`config.mk`:
```
export PLATFORM = sky130hd
export DESIGN_NAME = mem_arbiter
export DESIGN_NICKNAME = d
export VERILOG_FILES = /design/src/rtl/mem_arbiter.sv
export SDC_FILE = /design/constraint.sdc
export NUM_CORES = 1
export LEC_CHECK = 0
export BUFFER_PORTS_ARGS = -buffer_cell sky130_fd_sc_hd__clkbuf_2
export CORE_UTILIZATION = 48
export CTS_CLUSTER_DIAMETER = 80
export DETAILED_ROUTE_END_ITERATION = 10
export PLACE_DENSITY = 0.85
export SLEW_MARGIN = 20
export SYNTH_ARGS = -nofsm -noshare
export SYNTH_HDL_FRONTEND = slang
export SYNTH_SLANG_ARGS = --single-unit
```
`constraint.sdc`:
```
create_clock -name clk -period 5.15 [get_ports clk]
set_clock_uncertainty 0.1 [all_clocks]
set_input_delay 1.545 -clock clk [delete_from_list [all_inputs] [get_ports clk]]
set_output_delay 1.545 -clock clk [all_outputs]
set_load 0.02 [all_outputs]
```
`src/rtl/mem_arbiter.sv`:
```
// Two-port round-robin arbiter sharing a single-port 256xDW RAM and a small
// memory-mapped I/O block (LED register, switch port) between CPU and loader.
module mem_arbiter #(
  parameter int DW = 16,
  parameter int AW = 9,
  parameter logic [AW-1:0] LED_ADDR = 9'h100,
  parameter logic [AW-1:0] SW_ADDR  = 9'h140
) (
  input  logic          clk,
  input  logic          reset,
  input  logic [1:0]    cmd0,
  input  logic [1:0]    cmd1,
  input  logic [AW-1:0] addr0,
  input  logic [AW-1:0] addr1,
  input  logic [DW-1:0] wdata0,
  input  logic [DW-1:0] wdata1,
  output logic          ack0,
  output logic          ack1,
  output logic [DW-1:0] rdata,
  output logic          busy,
  output logic [AW-2:0] ram_addr,
  output logic          ram_write,
  output logic [DW-1:0] ram_din,
  input  logic [DW-1:0] ram_dout,
  input  logic [7:0]    sw,
  output logic [7:0]    led
);

  localparam logic [1:0] MREAD  = 2'b01;
  localparam logic [1:0] MWRITE = 2'b10;

  typedef enum logic [1:0] {IDLE, ISSUE, RWAIT, DONE} state_t;

  state_t        state_reg;
  logic          gnt_reg;
  logic          last_gnt_reg;
  logic          write_q;
  logic [AW-1:0] addr_q;
  logic [DW-1:0] wdata_q;
  logic [DW-1:0] rdata_reg;
  logic [1:0]    ack_reg;
  logic          ram_write_reg;
  logic [7:0]    led_reg;

  logic [1:0]    cmd_v [2];
  logic [1:0]    pending;
  logic          win;
  logic [1:0]    win_cmd;
  logic [AW-1:0] win_addr;
  logic [DW-1:0] win_wdata;
  logic [1:0]    gnt_ack;

  assign cmd_v[0] = cmd0;
  assign cmd_v[1] = cmd1;

  generate
    for (genvar gi = 0; gi < 2; gi++) begin : g_pend
      assign pending[gi] = (cmd_v[gi] == MREAD) || (cmd_v[gi] == MWRITE);
    end
  endgenerate

  // On a tie the port that did not win last time gets the grant.
  always_comb begin
    win = 1'b0;
    if (pending[0] && pending[1])
      win = ~last_gnt_reg;
    else if (pending[1])
      win = 1'b1;
  end

  assign win_cmd   = win ? cmd1   : cmd0;
  assign win_addr  = win ? addr1  : addr0;
  assign win_wdata = win ? wdata1 : wdata0;
  assign gnt_ack   = gnt_reg ? 2'b10 : 2'b01;

  always_ff @(posedge clk) begin
    if (reset) begin
      state_reg     <= IDLE;
      gnt_reg       <= 1'b0;
      last_gnt_reg  <= 1'b1;
      write_q       <= 1'b0;
      addr_q        <= '0;
      wdata_q       <= '0;
      rdata_reg     <= '0;
      ack_reg       <= 2'b00;
      ram_write_reg <= 1'b0;
      led_reg       <= 8'h00;
    end else begin
      ack_reg       <= 2'b00;
      ram_write_reg <= 1'b0;
      case (state_reg)
        IDLE: begin
          if (|pending) begin
            gnt_reg       <= win;
            last_gnt_reg  <= win;
            write_q       <= (win_cmd == MWRITE);
            addr_q        <= win_addr;
            wdata_q       <= win_wdata;
            ram_write_reg <= (win_cmd == MWRITE) && !win_addr[AW-1];
            state_reg     <= ISSUE;
          end
        end
        ISSUE: begin
          if (!addr_q[AW-1]) begin
            if (write_q) begin
              ack_reg   <= gnt_ack;
              state_reg <= DONE;
            end else begin
              state_reg <= RWAIT;
            end
          end else begin
            // Unmapped I/O: writes vanish, reads return zero.
            if (write_q) begin
              if (addr_q == LED_ADDR)
                led_reg <= wdata_q[7:0];
            end else begin
              rdata_reg <= (addr_q == SW_ADDR) ? {{(DW-8){1'b0}}, sw} : '0;
            end
            ack_reg   <= gnt_ack;
            state_reg <= DONE;
          end
        end
        RWAIT: begin
          rdata_reg <= ram_dout;
          ack_reg   <= gnt_ack;
          state_reg <= DONE;
        end
        DONE: state_reg <= IDLE;
        default: state_reg <= IDLE;
      endcase
    end
  end

  // Reset gates the write strobe so an interrupted write never lands in the RAM.
  assign ram_write = ram_write_reg & ~reset;
  assign ram_addr  = addr_q[AW-2:0];
  assign ram_din   = wdata_q;
  assign rdata     = rdata_reg;
  assign ack0      = ack_reg[0];
  assign ack1      = ack_reg[1];
  assign busy      = (state_reg != IDLE);
  assign led       = led_reg;

endmodule

```
==> run summary <==
GLOBAL ROUTING
---------------------------------------------------------------------------------
Aggregate global routing overflow                                               0
Pin count of the biggest net entering global routing                           54
Number of antenna violations at the first check in global routing               0
Vias in the first global route                                               2150
Total routing resource utilization after global routing                    22.89%
First-pass GRT wire length                                                9466 um

SYNTHESIS
---------------------------------------------------------------------------------
Share of synthesized flip-flops with an asynchronous set or reset              0%
Leading cell types by total area after synthesis                     sky130_fd_sc_hd__dfxtp_1 (46%), sky130_fd_sc_hd__nand2_1 (8.5%), sky130_fd_sc_hd__a31oi_1 (6.0%), sky130_fd_sc_hd__o21ai_0 (4.8%), sky130_fd_sc_hd__mux2i_1 (4.0%)
Synthesized area per cell                                               8.428 um2
Post-Synthesis Cells                                                          295
Syn. warnings                                                                   0
Most used flip-flop cell after synthesis                             sky130_fd_sc_hd__dfxtp_1
Top post-synthesis cells by count                                    sky130_fd_sc_hd__dfxtp_1 (57), sky130_fd_sc_hd__nand2_1 (56), sky130_fd_sc_hd__a31oi_1 (24), sky130_fd_sc_hd__o21ai_0 (24), sky130_fd_sc_hd__nor2_1 (22)
Yosys top cell area share                                                  45.90%
Mapped Nets                                                                   379
Post-synthesis sequential area ratio                                       45.90%
Post-synthesis cell type count                                                 36
Most frequent cell after synthesis                                   sky130_fd_sc_hd__dfxtp_1
Flip-flop and latch count after synthesis                                      57
Cell area after technology mapping                                   0.002486 mm2
Largest area contributor in the synthesized netlist                  sky130_fd_sc_hd__dfxtp_1
EDFF count, synth                                                               0

STA
---------------------------------------------------------------------------------
Final setup violating endpoints                                                 0
Shortest clock period the worst path allows after layout                 3.562 ns
Max Clk Rate                                                            280.7 MHz
Measured slew at the worst slew-check pin                                1.086 ns
Final hold violation count                                                      0
Setup repair after global routing missed its margin                         false
Setup WS post-layout                                                     1.588 ns
Final clock period utilization by the worst path                           69.17%
Aggregate negative setup slack                                               0 ns
Worst rel slew slack                                                       27.61%
Final number of max-transition violations                                       0

CLOCKING
---------------------------------------------------------------------------------
Deepest clock path buffer count                                                 2
Cell chosen for the clock root                                       sky130_fd_sc_hd__clkbuf_8
TritonCTS Sinks                                                                57
CTS H-Tree Depth                                                                3
Post-CTS setup buffers                                                          0
TritonCTS clock tree                                                         done
Clock latency of the later-clocked register in the worst-skew pair        0.32 ns
Clk pin slew, worst setup/hold paths                                      0.06 ns
CTS buffer count                                                                9
Post_cts resized                                                                0
Hold Buf Count CTS                                                              0

POWER
---------------------------------------------------------------------------------
Fraction of power consumed by sequential logic                              35.7%
Fraction of power spent switching nets                                     41.73%
Part of the total power dissipated in the clock network                     20.7%
Switching component of the power                                         770.8 uW
Pwr per Cell Area                                                    561.1 mW/mm2
Pleak                                                                 0.001618 uW
Peak ir drop on the vdd network                                         0.3008 mV
Internal power                                                            1076 uW
Fraction of power consumed by combinational cells                           43.6%

ROUTING
---------------------------------------------------------------------------------
Met3 WL                                                                    533 um
Routed length per instance                                               12.97 um
Residual antenna-violating net count after detailed routing                     0
Count of TritonRoute iterations in the first routing pass                       4
Sum of met2 wire segment lengths after detailed routing                   2962 um
Violation count after the first detailed-route iteration                       92
DRC viols                                                                       0
Overall routed net length                                                 6263 um
Vias                                                                         2479
Met1 routed wirelength after detailed routing                             2736 um
Avg Vias per Cell                                                           5.133
Top routing layer in use                                                     met4

CRITICAL PATH
---------------------------------------------------------------------------------
Required time at the worst-slack endpoint                                 3.51 ns
Highest net fanout along the worst path                                         2
Critical Path Source Type                                               input pin
Worst setup EP type                                                   output port
Data arrival time of the worst path                                       1.92 ns
Setup Crit Path Kind                                                 input pin to output port

CELLS AND AREA
---------------------------------------------------------------------------------
Layout Cells excl Fill                                                        483
Fillers                                                                       406
Design area                                                          0.003292 mm2
Final Core Density                                                         67.90%
Number of nets at the end of the flow                                         496
Layout area overhead                                                       32.41%
Combined area of the multi-input logic cells                         0.001174 mm2
Storage cell area                                                    0.001141 mm2
Total inserted antenna cells                                                    0
Layout cells sized above 1                                                 36.78%

FLOORPLAN
---------------------------------------------------------------------------------
Boundary Pins                                                                 132
Die area                                                             0.005472 mm2
Area of the placeable core                                           0.004848 mm2
Initial core utilization                                                   51.28%
Std cell rows                                                                  25
Floorplan die width                                                      73.97 um
Die Y                                                                    73.97 um

PLACEMENT
---------------------------------------------------------------------------------
Instance count after placement with tap cells included                        467
Number of input and output port buffers inserted                              131
Routability cong.                                                          0.7954
Detailed placer's ending HPWL                                             4403 um
Placement-stage cell area                                            0.003080 mm2
Pre-CTS setup slack                                                      1.577 ns

HOLD PATH
---------------------------------------------------------------------------------
Worst hold-check path type                                           flop to flop

STATUS
---------------------------------------------------------------------------------
Outcome                                                                 completed

RUN
---------------------------------------------------------------------------------
Maxcap violations                                                               0

-- final timing paths --
check,to,depth (start not counted),from,slack (ns)
setup reg to reg,rdata[14],6,state_reg[0],2.88
hold / removal,ack_reg[0],1,gnt_reg,0.32
setup / recovery,ram_write,3,reset,1.59
hold reg to reg,ack_reg[0],1,gnt_reg,0.32
-- logic make-up after synthesis --
logic type	after synthesis	synth area share, %
adders and majority gates	4	2.013
AOI/OAI and AO/OA	81	20.48
buffers and inverters	34	7.499
muxes	10	4.026
DFF	57	45.90
xor gates and xnor gates	4	1.409
and+or+nand+nor	105	18.67
-- routing by layer --
metal | global-route usage, % | vias to the layer above
met1 | 24.87 | 1098
met4 | 10.26 | 0
li1 | - | 1266
met3 | 6.775 | 2
met5 | 0 | -
met2 | 41.01 | 113
-- metrics by stage --
| step | hold slack (ns) | total power, uW |
|---|---|---|
| after floorplan | 0.2925 | 1251 |
| after global placement | 0.3020 | 1420 |
| after detailed placement | 0.3163 | 1439 |
| after CTS | 0.3165 | 1825 |
| after global routing | 0.3315 | 1976 |
| final | 0.3161 | 1847 |
-- power groups by stage --
stage,clock [uW],sequential [uW],combinational (uW)
after global routing,411,674,891
after floorplan,0,756,495
after CTS,392,656,777
final,383,659,806
after global placement,0,659,762
after detailed placement,0,665,775
-- worst max-delay path, stage by stage --
cell	delay, ns
sky130_fd_sc_hd__clkbuf_2	0.09
sky130_fd_sc_hd__nor2b_1	0.10
sky130_fd_sc_hd__clkbuf_2	0.18
-- layout make-up --
cell class	instances	share of cell area, %
clock buffer	11	3.991
tap	67	2.547
clock inverter	4	1.368
sequential	57	34.66
multi-input combinational	204	35.65
inverter	7	0.7982
timing repair buffer	133	20.98
-- layout by cell type, fill, tap and decap left out, types with 2 or more instances in the layout --
cell type / Yosys / final
sky130_fd_sc_hd__a221oi_1: 9 / 9
sky130_fd_sc_hd__ha_1: 4 / 4
sky130_fd_sc_hd__nand2_1: 56 / 56
sky130_fd_sc_hd__dfxtp_1: 57 / 57
sky130_fd_sc_hd__xnor2_1: 2 / 2
sky130_fd_sc_hd__nor3_1: 9 / 9
sky130_fd_sc_hd__clkbuf_8: 0 / 9
sky130_fd_sc_hd__a21oi_4: 0 / 2
sky130_fd_sc_hd__nor2_1: 22 / 22
sky130_fd_sc_hd__nor2b_1: 2 / 2
sky130_fd_sc_hd__inv_1: 7 / 7
sky130_fd_sc_hd__o21ai_0: 24 / 24
sky130_fd_sc_hd__a21oi_1: 10 / 10
sky130_fd_sc_hd__clkbuf_1: 5 / 2
sky130_fd_sc_hd__clkbuf_2: 0 / 131
sky130_fd_sc_hd__xor2_1: 2 / 2
sky130_fd_sc_hd__nand3_1: 9 / 9
sky130_fd_sc_hd__a31oi_1: 24 / 24
sky130_fd_sc_hd__nand2b_1: 2 / 2
sky130_fd_sc_hd__o21ai_1: 3 / 3
sky130_fd_sc_hd__clkinv_2: 0 / 3
sky130_fd_sc_hd__mux2i_1: 10 / 10
No activity file was read; power rests on OpenSTA's default activity.
